`src/rtl/minmax_pkg.sv`:
```
// Shared constants for the min/max window tracker: FSM state encodings and window default.
package minmax_pkg;

  localparam int unsigned WINDOW_DEFAULT = 8;

  localparam logic [1:0] ST_EMPTY = 2'd0;
  localparam logic [1:0] ST_TRACK = 2'd1;
  localparam logic [1:0] ST_HOLD  = 2'd2;

endpackage

```
`src/rtl/comparator_4bit.sv`:
```
// 4-bit magnitude comparator, unsigned or two's-complement selected by sign.
module comparator_4bit (
  input  logic       sign,
  input  logic [3:0] A,
  input  logic [3:0] B,
  output logic       equals,
  output logic       greater_than,
  output logic       less_than
);

  always_comb begin
    equals = (A == B);
    if (sign) begin
      greater_than = ($signed(A) > $signed(B));
      less_than    = ($signed(A) < $signed(B));
    end else begin
      greater_than = (A > B);
      less_than    = (A < B);
    end
  end

endmodule

```
`src/rtl/minmax_tracker_4bit.sv`:
```
// Tracks min/max/range/count over a window of WINDOW samples, holding the result
// until the consumer accepts it.
module minmax_tracker_4bit
  import minmax_pkg::*;
#(
  parameter int unsigned WINDOW = WINDOW_DEFAULT
) (
  input  logic       clk,
  input  logic       rst_n,
  input  logic       sign,
  input  logic       clear,
  input  logic       in_valid,
  input  logic [3:0] in_data,
  output logic       in_ready,
  output logic       out_valid,
  input  logic       out_ready,
  output logic [3:0] min_val,
  output logic [3:0] max_val,
  output logic [3:0] range,
  output logic [3:0] count
);

  localparam logic [3:0] WIN = 4'(WINDOW);

  logic [1:0] state_q, state_d;
  logic [3:0] min_q, min_d;
  logic [3:0] max_q, max_d;
  logic [3:0] cnt_q, cnt_d;
  logic       sign_q, sign_d;

  logic min_eq, min_gt, min_lt;
  logic max_eq, max_gt, max_lt;
  logic accept;
  logic unused_cmp;

  comparator_4bit u_cmp_min (
    .sign         (sign_q),
    .A            (in_data),
    .B            (min_q),
    .equals       (min_eq),
    .greater_than (min_gt),
    .less_than    (min_lt)
  );

  comparator_4bit u_cmp_max (
    .sign         (sign_q),
    .A            (in_data),
    .B            (max_q),
    .equals       (max_eq),
    .greater_than (max_gt),
    .less_than    (max_lt)
  );

  assign unused_cmp = min_gt ^ max_lt;

  assign in_ready  = (state_q != ST_HOLD);
  assign out_valid = (state_q == ST_HOLD);
  assign accept    = in_valid && in_ready;
  assign min_val   = min_q;
  assign max_val   = max_q;
  assign count     = cnt_q;
  // Modulo-16 subtraction yields the true magnitude in both modes (max >= min).
  assign range     = max_q - min_q;

  always_comb begin
    state_d = state_q;
    min_d   = min_q;
    max_d   = max_q;
    cnt_d   = cnt_q;
    sign_d  = sign_q;
    if (clear) begin
      state_d = ST_EMPTY;
      min_d   = '0;
      max_d   = '0;
      cnt_d   = '0;
      sign_d  = 1'b0;
    end else begin
      case (state_q)
        ST_EMPTY: begin
          if (accept) begin
            min_d   = in_data;
            max_d   = in_data;
            cnt_d   = 4'd1;
            sign_d  = sign;
            state_d = (WINDOW == 1) ? ST_HOLD : ST_TRACK;
          end
        end
        ST_TRACK: begin
          if (accept) begin
            if (min_lt && !min_eq) min_d = in_data;
            if (max_gt && !max_eq) max_d = in_data;
            cnt_d = cnt_q + 4'd1;
            if (cnt_d == WIN) state_d = ST_HOLD;
          end
        end
        ST_HOLD: begin
          if (out_ready) begin
            state_d = ST_EMPTY;
            min_d   = '0;
            max_d   = '0;
            cnt_d   = '0;
            sign_d  = 1'b0;
          end
        end
        default: state_d = ST_EMPTY;
      endcase
    end
  end

  always_ff @(posedge clk) begin
    if (!rst_n) begin
      state_q <= ST_EMPTY;
      min_q   <= '0;
      max_q   <= '0;
      cnt_q   <= '0;
      sign_q  <= 1'b0;
    end else begin
      state_q <= state_d;
      min_q   <= min_d;
      max_q   <= max_d;
      cnt_q   <= cnt_d;
      sign_q  <= sign_d;
    end
  end

endmodule

```
`config.mk`:
```
export PLATFORM = sky130hd
export DESIGN_NAME = minmax_tracker_4bit
export DESIGN_NICKNAME = d
export VERILOG_FILES = /design/src/rtl/minmax_pkg.sv /design/src/rtl/comparator_4bit.sv /design/src/rtl/minmax_tracker_4bit.sv
export SDC_FILE = /design/constraint.sdc
export NUM_CORES = 1
export LEC_CHECK = 0
export BUFFER_PORTS_ARGS = -buffer_cell sky130_fd_sc_hd__buf_2
export CORE_AREA = 5 5 52 54
export CTS_BUF_LIST = sky130_fd_sc_hd__clkbuf_2 sky130_fd_sc_hd__clkbuf_4 sky130_fd_sc_hd__clkbuf_8
export CTS_CLUSTER_SIZE = 10
export DETAILED_ROUTE_END_ITERATION = 6
export DIE_AREA = 0 0 57 59
export HOLD_SLACK_MARGIN = 0.12
export PLACE_DENSITY = 0.81
export SLEW_MARGIN = 10
export SYNTH_ARGS = -nofsm -noshare
export SYNTH_HDL_FRONTEND = slang
export SYNTH_SLANG_ARGS = --single-unit
```
`constraint.sdc`:
```
create_clock -name clk -period 2.5 [get_ports clk]
set_clock_uncertainty 0.1 [all_clocks]
set_input_delay 0.25 -clock clk [delete_from_list [all_inputs] [get_ports clk]]
set_output_delay 0.25 -clock clk [all_outputs]
set_load 0.02 [all_outputs]
```
# Word level (Yosys, flattened, before mapping)
# Index checks and enable logic that the tools add are counted.
# W data, S select, Z words.
word_totals:
  reg_bits: 15
  latchBits: 0
  mem_bits_rw: 0
  rom_bits: 0
  inputBits: 10
  elab_cells: 59
  memories: 0
op_classes:
  add_sub_neg: 2
  multipliers: 0
  n_div: 0
  n_lt_le_gt_ge: 4
  eq_ne: 12
  n_shift: 0
  muxes: 21
  bitwise_logic: 1
  n_reduce_logical: 14
ops:
  columns: ["cell", "n"]
  rows:
  - ["$pmux W4 S3", 3]
  - ["$mux W4", 8]
  - ["$ne A2 B2 Y1 const B", 6]
  - ["$reduce_and A5 Y1", 2]
  - ["$eq A4 B4 Y1", 2]
  - ["$gt A4 B4 Y1", 2]
  - ["$lt A4 B4 Y1", 2]
  - ["$mux W2", 4]
  - ["$reduce_and A4 Y1", 2]
  - ["$pmux W2 S3", 1]
  - ["$add A4 B1 Y4 const B", 1]
  - ["$eq A4 B4 Y1 const B", 1]
  - ["$mux W1", 4]
  - ["$sub A4 B4 Y4", 1]
  - ["$logic_and A1 B1 Y1", 3]
  - ["$reduce_and A3 Y1", 1]
  - ["$reduce_bool A3 Y1", 1]
  - ["$eq A2 B1 Y1 const B", 1]
  - ["$eq A2 B2 Y1 const B", 1]
  - ["$logic_not A1 Y1", 2]
  - ["$logic_not A2 Y1", 1]
  - ["$ne A2 B1 Y1 const B", 1]
  - ["$pmux W1 S2", 1]
  - ["$reduce_bool A2 Y1", 1]
  - ["other kinds (2)", 2]

# Depth between registers and ports, before layout
# Gate-level depths: netlist of the first run.
depth:
  ltp_word: 6
  ltp_mapped: 9

# By module
# Synthesis of the first run repeated with hierarchy kept, for this count alone.
unflattened:
  hier_cells: 150
  area_unflattened_um2: 1244.9
modules_own_cells:
  columns: ["module", "instances", "cells_each", "area_each_um2", "seq_area_each_um2"]
  rows:
  - ["minmax_tracker_4bit", 1, 118, 997.2, 300.3]
  - ["comparator_4bit", 2, 16, 123.9, 0.0]

# Worst setup path before layout of the first run
# No wires, ideal clock.
synth_path:
  kind: "register -> register"
  startpoint: "reg max_q[1] (netlist: max_val[1])"
  endpoint: "reg max_q[3] (netlist: max_val[3])"
  setup_ns: 0.115
  arrival_ns: 1.875
  path_slack_ns: 0.410
  path_stages_with_launch: 8
  n_path_buf: 0
  period_less_slack_ns: 2.090
  cell_sequence: "dfxtp_1 -> inv_1 -> ha_1 -> nor2b_1 -> o211a_1 -> o311ai_2 -> a2111o_1 -> nand2_1"
synth_between:
  elab_chain_len: 5
  elab_cells_between_ends: 8
synth_lines:
  columns: ["element", "line", "text"]
  rows:
  - ["start, declared", "minmax_tracker_4bit.sv:27", "logic [3:0] max_q, max_d;"]
  - ["start signal, assigned", "minmax_tracker_4bit.sv:120", "max_q <= max_d;"]
  - ["$gt A4 B4 Y1 (tied with other cells)", "comparator_4bit.sv:17", "greater_than = (A > B);"]
  - ["$mux W1 / $logic_not A1 Y1 (equally long branches)", "comparator_4bit.sv:13, minmax_tracker_4bit.sv:91", null]
  - ["$logic_and A1 B1 Y1 *", "minmax_tracker_4bit.sv:91", "if (max_gt && !max_eq) max_d = in_data;"]
  - ["$ne A2 B2 Y1 (no source line) *", null, null]
  - ["$reduce_and A5 Y1 (no source line) *", null, null]
# Mark *: on every way between the ends. The rest lies on a longest branch, timed or not.
# A chain may end at the register's enable or synchronous reset.

# Worst setup path in the final report of the first run
layout_path:
  startpoint: "reg state_q[1]"
  endpoint: "reg max_q[3] (netlist: max_val[3])"
layout_between:
  elab_chain_len: 4
  elab_cells_between_ends: 12
layout_lines:
  columns: ["element", "line", "text"]
  rows:
  - ["start, declared", "minmax_tracker_4bit.sv:25", "logic [1:0] state_q, state_d;"]
  - ["start signal, assigned", "minmax_tracker_4bit.sv:118", "state_q <= state_d;"]
  - ["$ne A2 B2 Y1", "minmax_tracker_4bit.sv:56", "assign in_ready = (state_q != ST_HOLD);"]
  - ["$logic_and A1 B1 Y1", "minmax_tracker_4bit.sv:58", "assign accept = in_valid && in_ready;"]
  - ["$ne A2 B2 Y1 (no source line)", null, null]
  - ["$reduce_and A5 Y1 (no source line)", null, null]
# Several ways; a longest one is shown, not always the timed one.

==> results of run 1 <==
sequential cells by signal (all words and copies together), names as in the netlist:
name,flops
count,4
max_val,4
min_val,4
state_q,2
sign_q,1
layout by cell type, fill, tap and decap left out, types with 2 or more instances in the layout:
master	count
sky130_fd_sc_hd__buf_2	27
sky130_fd_sc_hd__ha_1	15
sky130_fd_sc_hd__nor2b_1	4
sky130_fd_sc_hd__inv_1	17
sky130_fd_sc_hd__o21ai_0	5
sky130_fd_sc_hd__mux2i_1	2
sky130_fd_sc_hd__a31oi_1	2
sky130_fd_sc_hd__nor3b_1	3
sky130_fd_sc_hd__dfxtp_1	15
sky130_fd_sc_hd__nand2b_1	5
sky130_fd_sc_hd__mux2_2	2
sky130_fd_sc_hd__clkbuf_4	4
sky130_fd_sc_hd__a21oi_1	9
sky130_fd_sc_hd__xnor2_1	4
sky130_fd_sc_hd__and3_1	2
sky130_fd_sc_hd__mux2_1	2
sky130_fd_sc_hd__nor2_1	8
sky130_fd_sc_hd__nand4_1	6
sky130_fd_sc_hd__nand2_1	15
sky130_fd_sc_hd__nand3_1	2
sky130_fd_sc_hd__a211o_1	4
power breakdown:
part | internal, mW | total (mW) | switching (mW)
Sequential | 0.247 | 0.256 | 0.00912
Clock | 0.0728 | 0.152 | 0.0787
Combinational | 0.0641 | 0.157 | 0.0927
Total | 0.384 | 0.564 | 0.181
logic make-up (layout without fill, tap and decap cells):
logic type                 count (synthesis)  after routing
AOI/OAI and AO/OA                         27             27
buffers and inverters                     20             48
xor gates and xnor gates                   4              4
and+or+nand+nor                           48             48
DFF                                       15             15
muxes                                      7              7
adders and majority gates                 16             16
final timing paths:
| check | end | slack, ns | cells after the start |
|---|---|---|---|
| worst min-delay path | state_q[1] | 0.21 | 4 |
| worst max-delay path | max_val[3] | 0.35 | 7 |
| worst min register to register | max_val[1] | 0.41 | 2 |
| worst max register to register | max_val[3] | 0.35 | 7 |
final cells by class:
| type | instances | area (sq um) |
|---|---|---|
| Fill cell | 198 | 840 |
| Multi-Input combinational cell | 102 | 766 |
| Sequential cell | 15 | 300 |
| Timing Repair Buffer | 27 | 135 |
| Inverter | 17 | 63.8 |
| Tap cell | 28 | 35.0 |
| Clock buffer | 4 | 30.0 |
metal layers:
layer | up-vias | track usage (%) | routed length, um
met3 | 2 | 2.61 | 170
li1 | 530 | - | -
met1 | 495 | 23.3 | 1230
met2 | 32 | 25.9 | 1260
met5 | - | 0 | 0
met4 | 0 | 4.30 | 11
metrics by stage:
stage / utilization (%) / power, mW
after floorplan: - / 0.374
after global placement: 59.9 / 0.411
after detailed placement: 59.9 / 0.417
after CTS: 61.3 / 0.568
after global routing: 61.3 / 0.600
final: 61.3 / 0.564
synthesized netlist by cell type (4+ instances only):
library cell	number
sky130_fd_sc_hd__dfxtp_1	15
sky130_fd_sc_hd__a211o_1	4
sky130_fd_sc_hd__xnor2_1	4
sky130_fd_sc_hd__nand2b_1	5
sky130_fd_sc_hd__nor2_1	8
sky130_fd_sc_hd__ha_1	15
sky130_fd_sc_hd__nor2b_1	4
sky130_fd_sc_hd__nand4_1	6
sky130_fd_sc_hd__a21oi_1	9
sky130_fd_sc_hd__nand2_1	15
sky130_fd_sc_hd__inv_1	17
sky130_fd_sc_hd__o21ai_0	5
critical path, delay by kind of cell (launching register included):
family,cells,cell delay (ns)
AO/OA/AOI/OAI,1,0.45
adder cells (fa/ha/maj),1,0.29
buffers and inverters,1,0.07
flip-flops,1,0.36
multiplexers,1,0.33
AND/OR/NAND/NOR,3,0.50
==> run metrics, run 1 <==
outcome=finished clean; cts hold-fix bufs=0; reg-to-reg critical path startpoint=state_q[1]; Place WS=0.379 ns; kind of critical path=reg2reg; Slew Limit Headroom=61.3%; die span in y=59 um; worst path setup slack after routing=0.348 ns; Max Buffers Root-to-Sink=2; hold_sp=clear; detailed-route vias per instance=5.49; latest clock arrival within the worst-skew pair=0.28 ns; Power Dens Cells=424 mW/mm^2; post-route insts no fill=193; Crit-path slowest cell=sky130_fd_sc_hd__a2111o_1; antenna violations before repair=0; Post-route DRC=0; maximum vdd ir drop=0.000376 V; Least-Margin Pin Slew=0.580 ns; total negative slack=0 ns; setup repair after global routing missed its margin=false; site row count=17; main combinational cell family by area after synthesis=simple AND/OR/NAND/NOR gates; register area share after synthesis=26.1%; layout-stage area growth over the synthesis result=15.7%; share of the clock period used by the worst path=86.1%; area fraction in compound gates after synthesis=16.6%; cells along the critical path=inv_1 > ha_1 > nor2_2 > mux2i_4 > nand2b_1 > a2111o_1 > nand2_1; share of Yosys cell area claimed by the top area cell type=26.1%; iteration count of the initial detailed-routing pass=4; layout cell share with drive strength beyond 1=23.0%; proportion of synthesized area in mux cells=7.62%; largest cells by area after synthesis=sky130_fd_sc_hd__dfxtp_1, sky130_fd_sc_hd__ha_1, sky130_fd_sc_hd__inv_1, sky130_fd_sc_hd__nand2_1, sky130_fd_sc_hd__a21oi_1; predominant post-synthesis flop cell=sky130_fd_sc_hd__dfxtp_1; Final #Nets=192; Post-Synth XOR/XNOR Area=3.05%; source of the critical timing path=state_q[1]; Layout Cell Area excl Fill=0.00133 sq mm; post-synthesis async set-or-reset flop share=0%; Cell Area, Synth=0.00115 sq mm; H-tree levels=1; maximum achievable frequency=465 MHz; required time at the worst-slack endpoint=2.64 ns; post-DP HPWL=2150 um; maximum number of pins on one net before global-route repair=15; final antenna diode count=0; Synth Instances=137; routed len/inst=13.8 um; biggest fanout along the worst timing path=10; routability cong.=0.865; CP Launch Type=flop; top-level I/O count=28; GRT overflow=0; First DRT Iteration DRCs=40; #FFs+latches synth=15; final setup vio count=0; number of max-cap violations=0; endpoints failing hold=0; number of vias in the routed layout=1059; crit path capture type=flop; per-instance average area after synthesis=8.39 sq um; starting utilization of the core area=53.0%; wire length of the first global-routing pass=4520 um; synthesized-area fraction occupied by adder cells=18.1%; top cell type by total area after synthesis=sky130_fd_sc_hd__dfxtp_1; number of resized instances in the post-cts repair step=0; CTS Sinks=15; clock-pin slew of the registers on the worst-case setup and hold paths=0.09 ns; cell count after placement=189; number of synthesized flops with an enable pin=0; Syn Nets=163; IO Port Bufs=27; count of final max-slew check failures=0; number of buffers added by the clock tree synthesis step=3; minimum period implied by the final worst setup slack=2.15 ns; total core area=0.00217 sq mm; worst hold-check slack=0.212 ns; buffers inserted during post-CTS setup optimization=0; Root Buffer=sky130_fd_sc_hd__clkbuf_4; overall routing resource usage=16.4%; TritonCTS clock tree=yes; number of unique standard cell types used by synthesis=34; maximum cell stage delay along the critical path=0.45 ns; Leakage=0.630 nW; placed cell area=0.00130 sq mm; Yosys warnings=0; Die Area=0.00336 sq mm; Horiz. Die Dim=57 um; basic-gate share of the synthesized area counting and, or, nand and nor cells=21.2%; arrival time worst endpoint=2.29 ns; via count of the first global-routing pass=1036; remaining antenna violation count after routing=0; DRT Wirelength=2670 um; Hold Crit Class=in2reg
Power figures use the tool's default switching activity.
==> run 2: changes to the inputs <==
==> constraint.sdc (replaced) <==
create_clock -name clk -period 2.5 [get_ports clk]
set_clock_uncertainty 0.1 [all_clocks]
set_input_delay 0.25 -clock clk [delete_from_list [all_inputs] [get_ports clk]]
set_output_delay 0.25 -clock clk [all_outputs]
set_load 0.05 [all_outputs]
==> run 2 against run 1 <==
  * Via count shrank 1.2%
  * Clock power grew 3%
  * Die area is the same
  * Setup slack lost 0.060 ns
  * Critical path depth is the same
  * Cell count is the same
  * Utilization grew 0.35 points
  * Non-clock buffer count is the same
  * Fmax shrank 2.7%
  * Critical endpoint unchanged
==> run metrics, run 2 (synthesis results as in run 1) <==
Power Dens Cells=454 mW/mm^2 (+6.9%); die span in y=59 um (unchanged); count of final max-slew check failures=0 (unchanged); required time at the worst-slack endpoint=2.63 ns (about the same); number of resized instances in the post-cts repair step=0 (unchanged); total core area=0.00217 sq mm (unchanged); detailed-routed wire length on met3=152 um (-11%); most frequent cells in the layout=sky130_fd_sc_hd__buf_2, sky130_fd_sc_hd__inv_1, sky130_fd_sc_hd__nand2_1, sky130_fd_sc_hd__ha_1, sky130_fd_sc_hd__dfxtp_1; kind of critical path=reg2reg; Horiz. Die Dim=57 um (unchanged); maximum vdd ir drop=0.000278 V (-26%); switching power summed over all nets=222 uW (+23%); Max Buffers Root-to-Sink=2 (unchanged); Root Buffer=sky130_fd_sc_hd__clkbuf_4; routed len/inst=13.9 um (+0.30%); iteration count of the initial detailed-routing pass=4 (unchanged); First DRT Iteration DRCs=44 (+10%); site row count=17 (unchanged); instance count along the most critical hold path=4 (unchanged); starting utilization of the core area=53.0% (unchanged); number of buffers added by the clock tree synthesis step=3 (unchanged); routability cong.=0.798 (-7.7%); Leakage=0.638 nW (+1.2%); maximum achievable frequency=452 MHz (-2.7%); antenna violations before repair=0 (unchanged); CP Launch Type=flop; placed cell area=0.00131 sq mm (+0.58%); biggest fanout along the worst timing path=10 (unchanged); layout cell share with drive strength beyond 1=23.6% (+0.61 points); final antenna diode count=0 (unchanged); wire length of the first global-routing pass=4380 um (-3.1%); cells along the critical path=inv_1 > ha_1 > nor2_2 > mux2i_4 > nand2b_1 > a2111o_1 > nand2_1; setup repair after global routing missed its margin=false; minimum period implied by the final worst setup slack=2.21 ns (+0.0601 ns); detailed-route vias per instance=5.42 (-1.2%); endpoints failing hold=0 (unchanged); cts hold-fix bufs=0 (unchanged); Least-Margin Pin Slew=0.558 ns (-0.0222 ns); overall routing resource usage=16.4% (-0.046 points); Crit-path slowest cell=sky130_fd_sc_hd__a2111o_1; WL met1=1250 um (+1.5%); CTS Sinks=15 (unchanged); maximum number of pins on one net before global-route repair=15 (unchanged); TritonCTS clock tree=yes; post-DP HPWL=2150 um (about the same); Slew Limit Headroom=62.7% (+1.4 points); remaining antenna violation count after routing=0 (unchanged); cell-internal power=385 uW (+0.40%); Die Area=0.00336 sq mm (unchanged); Post-route DRC=0 (unchanged); clock-pin slew of the registers on the worst-case setup and hold paths=0.10 ns (about the same); Hold Crit Class=in2reg; latest clock arrival within the worst-skew pair=0.29 ns (about the same); layout-stage area growth over the synthesis result=16.3%; Comb power frac=32.1% (+4.3 points); outcome=finished clean; Clk network pwr share=25.7% (-1.2 points); number of max-cap violations=0 (unchanged); share of the clock period used by the worst path=88.5% (+2.4 points); most common cell after layout, fill and taps aside=sky130_fd_sc_hd__buf_2; total negative slack=0 ns (unchanged); via count of the first global-routing pass=948 (-8.5%); number of vias in the routed layout=1046 (-1.2%); arrival time worst endpoint=2.34 ns (+0.05 ns); maximum cell stage delay along the critical path=0.45 ns (about the same); sequential share of power=42.2% (-3.1 points); top-level I/O count=28 (unchanged); Net Sw Frac=36.5% (+4.5 points); top routing layer used=met4; IO Port Bufs=27 (unchanged); number of cells on the worst reg-to-reg path=7 (unchanged); Layout Cell Area excl Fill=0.00134 sq mm (+0.56%); H-tree levels=1 (unchanged); final setup vio count=0 (unchanged); crit path capture type=flop; GRT overflow=0 (unchanged); Final #Nets=192 (unchanged); buffers inserted during post-CTS setup optimization=0 (unchanged); DRT Wirelength=2680 um (+0.30%); met2 routed wirelength=1250 um (-0.80%)
## run 2: changes by cell type in the layout (fill, tap and decap cells not counted)
| cell | before | now |
|---|---|---|
| sky130_fd_sc_hd__xnor2_1 | 4 | 3 |
| sky130_fd_sc_hd__xnor2_2 | 0 | 1 |
## run 2: per-layer routing
metal	global-route usage [%]	vias up
li1	-	530
met1	23.4	476
met2	25.8	35
met3	2.18	5
met4	4.97	0
met5	0	-
## run 2: power groups by stage
stage	clock network, mW	registers (mW)	logic, mW
finish	0.156	0.256	0.195
global route	0.173	0.257	0.210
CTS	0.159	0.256	0.195
detailed placement	0	0.261	0.194
global placement	0	0.261	0.189
floorplan	0	0.281	0.131
## run 2: per-stage QoR
stage	cells	utilization, %	power, mW	worst slack, ns	hold WS (ns)
after floorplan	137	-	0.412	0.0420	0.359
after global placement	189	60.3	0.449	0.468	0.382
after detailed placement	189	60.3	0.455	0.355	0.393
after CTS	193	61.6	0.609	0.309	0.193
after global routing	193	61.6	0.641	0.141	0.220
final	193	61.6	0.607	0.288	0.197
## run 2: final cells by class
class,count,area [sq um]
fill,199,832
multi-input combinational,102,773
sequential,15,300
timing repair buffer,27,135
inverter,17,63.8
tap,28,35.0
clock buffer,4,30.0
## run 2: worst paths after layout
kind / from / to / slack [ns]
hold reg to reg: count[1] / count[1] / 0.40
setup reg to reg: state_q[1] / max_val[3] / 0.29
setup / recovery: state_q[1] / max_val[3] / 0.29
hold / removal: clear / state_q[1] / 0.20
## run 2: critical path: cells and delay by family (launching register included)
kind	cells	cell delay, ns
muxes	1	0.34
adders and majority gates	1	0.30
buffers and inverters	1	0.08
AOI/OAI and AO/OA	1	0.45
DFF	1	0.38
and+or+nand+nor	3	0.50
==> run 3: changes to the inputs <==
--- a/config.mk
+++ b/config.mk
@@ -6,6 +6,7 @@
 export NUM_CORES = 1
 export LEC_CHECK = 0
 export BUFFER_PORTS_ARGS = -buffer_cell sky130_fd_sc_hd__buf_2
+export CAP_MARGIN = 20
 export CORE_AREA = 5 5 52 54
 export CTS_BUF_LIST = sky130_fd_sc_hd__clkbuf_2 sky130_fd_sc_hd__clkbuf_4 sky130_fd_sc_hd__clkbuf_8
 export CTS_CLUSTER_SIZE = 10
==> constraint.sdc (replaced) <==
create_clock -name clk -period 2.3 [get_ports clk]
set_clock_uncertainty 0.1 [all_clocks]
set_input_delay 0.23 -clock clk [delete_from_list [all_inputs] [get_ports clk]]
set_output_delay 0.23 -clock clk [all_outputs]
set_load 0.05 [all_outputs]
==> run 3 against run 2 <==
  * Setup slack lost 0.13 ns
  * First-iteration DRC count grew 18%
  * Critical path depth decreased by 2
  * Hold slack worse by 0.025 ns
  * Sequential cell count stayed put
  * Via count grew 1.2%
  * Critical path type is now reg2out
  * Largest cell class unchanged
==> run metrics, run 3 (synthesis results as in run 1) <==
outcome=finished clean; setup repair after global routing missed its margin=false; crit path capture type=output pin; detailed-route vias per instance=5.46 (+0.72%); routed len/inst=13.7 um (-1.1%); iteration count of the initial detailed-routing pass=5 (+1); cell count after placement=190 (+0.53%); Root Buffer=sky130_fd_sc_hd__clkbuf_4; cells along the critical path=inv_1 > ha_1 > fa_1 > xnor2_2 > buf_2; number of buffers added by the clock tree synthesis step=3 (unchanged); antenna violations before repair=0 (unchanged); cell-internal power=425 uW (+10%); Comb power frac=32.9% (+0.8 points); number of fill cells=182 (-8.5%); starting utilization of the core area=53.0% (unchanged); Final #Nets=193 (+0.52%); share of the clock period used by the worst path=93.3%; endpoints failing hold=0 (unchanged); worst reg2reg path endpoint=max_val[3]; placed cell area=0.00132 sq mm (+1.2%); required time at the worst-slack endpoint=1.97 ns (-0.66 ns); overall routing resource usage=16.4% (-0.022 points); Horiz. Die Dim=57 um (unchanged); maximum number of pins on one net before global-route repair=15 (unchanged); via count of the first global-routing pass=995 (+5.0%); post-DP HPWL=2140 um (-0.42%); number of max-cap violations=0 (unchanged); H-tree levels=1 (unchanged); Max Buffers Root-to-Sink=2 (unchanged); wire length of the first global-routing pass=4370 um (-0.32%); Net Sw Frac=36.3% (-0.19 points); maximum cell stage delay along the critical path=0.41 ns (-0.04 ns); worst reg-to-reg setup slack=0.16 ns (-0.13 ns); DRT Wirelength=2660 um (-0.64%); die span in y=59 um (unchanged); most frequent cells in the layout=sky130_fd_sc_hd__buf_2, sky130_fd_sc_hd__inv_1, sky130_fd_sc_hd__nand2_1, sky130_fd_sc_hd__ha_1, sky130_fd_sc_hd__dfxtp_1; buffering stage count on the worst path with inverters included=2 (+1); cts hold-fix bufs=0 (unchanged); GRT overflow=0 (unchanged); Post-route DRC=0 (unchanged); most common cell after layout, fill and taps aside=sky130_fd_sc_hd__buf_2; clock-pin slew of the registers on the worst-case setup and hold paths=0.10 ns (about the same); routability cong.=0.865 (+8.4%); layout-stage area growth over the synthesis result=18.3%; Clk network pwr share=25.4% (-0.3 points); number of cells on the worst reg-to-reg path=7 (unchanged); Leakage=0.651 nW (+2.1%); maximum achievable frequency=466 MHz; Crit-path slowest cell=sky130_fd_sc_hd__dfxtp_1; dominant delay contributor by cell family on the critical path=adder cells; instance count along the most critical hold path=4 (unchanged); worst path setup slack after routing=0.154 ns (-0.135 ns); minimum period implied by the final worst setup slack=2.15 ns; worst hold-check slack=0.172 ns (-0.0251 ns); final setup vio count=0 (unchanged); Least-Margin Pin Slew=0.551 ns (-0.00726 ns); total core area=0.00217 sq mm (unchanged); Core Util, Final=62.7% (+1.0 points); biggest fanout along the worst timing path=4 (-6); Power Dens Cells=491 mW/mm^2 (+8.3%); number of vias in the routed layout=1059 (+1.2%); Die Area=0.00336 sq mm (unchanged); TritonCTS clock tree=yes; CTS Sinks=15 (unchanged); latest clock arrival within the worst-skew pair=0.29 ns (about the same); Hold Crit Class=in2reg; layout cell share with drive strength beyond 1=25.9% (+2.3 points); arrival time worst endpoint=1.82 ns (-0.52 ns); kind of critical path=reg2out; final antenna diode count=0 (unchanged); hold path endpoint=state_q[1]; site row count=17 (unchanged); total negative slack=0 ns (unchanged); Slew Limit Headroom=63.3% (+0.54 points); count of final max-slew check failures=0 (unchanged); Design Power=668 uW (+10%); top-level I/O count=28 (unchanged); Place WS=0.184 ns (-0.171 ns); CP Launch Type=flop; maximum vdd ir drop=0.000319 V (+15%); post-route insts no fill=194 (+0.52%); remaining antenna violation count after routing=0 (unchanged); switching power summed over all nets=243 uW (+9.5%); sequential share of power=41.7% (-0.5 points); Layout Cell Area excl Fill=0.00136 sq mm (+1.7%); hold_sp=clear; IO Port Bufs=27 (unchanged); reg-to-reg critical path startpoint=state_q[0]; First DRT Iteration DRCs=52 (+18%)
run 3: changes by cell type in the layout (fill, tap and decap cells not counted), sizes merged:
cell,delta
clkbuf,+1
run 3: power by group through the flow:
stage / clock network [mW] / registers (mW) / logic, mW
floorplan: 0 / 0.306 / 0.147
global placement: 0 / 0.283 / 0.210
detailed placement: 0 / 0.285 / 0.216
CTS: 0.171 / 0.279 / 0.217
global route: 0.188 / 0.280 / 0.238
finish: 0.170 / 0.279 / 0.220
run 3: cell type report:
class / count / area (sq um) / area share (%)
multi-input combinational: 102 / 785 / 57.7
sequential: 15 / 302 / 22.2
timing repair buffer: 28 / 145 / 10.7
inverter: 17 / 63.8 / 4.69
tap: 28 / 35.0 / 2.58
clock buffer: 4 / 30.0 / 2.21
run 3: worst reg2reg max path: cells and delay by family (launching register included):
kind,cells,cell delay [ns]
fa+ha+maj,1,0.25
flops,1,0.38
simple gates,3,0.49
buf+inv,1,0.07
mux,1,0.35
compound gates,1,0.45
run 3: repair_timing:
action                     in CTS  in global routing
setup endpoints to repair       0                  1
buffers inserted                0                  0
gates resized for setup         0                  2
run 3: worst max path at each step:
| stage | start | endpoint | slack, ns | cells past startpoint |
|---|---|---|---|---|
| 4_1_cts | min_val[1] | range[3] | 0.08 | 6 |
| 5_1_grt | state_q[0] | max_val[3] | 0.02 | 7 |
| 3_5_place_dp | state_q[0] | max_val[3] | 0.18 | 7 |
| 3_3_place_gp | state_q[1] | max_val[3] | 0.29 | 7 |
| 6_report | max_val[0] | range[2] | 0.15 | 5 |
| 2_1_floorplan | max_val[3] | max_val[3] | 0.004 | 6 |
run 3: per-layer routing:
metal | up-vias | GRT usage, % | share of wire, %
met3 | 6 | 3.05 | 7.3
met1 | 482 | 22.6 | 46
met5 | - | 0 | 0
met2 | 39 | 25.6 | 45
li1 | 532 | - | -
met4 | 0 | 5.63 | 1.3
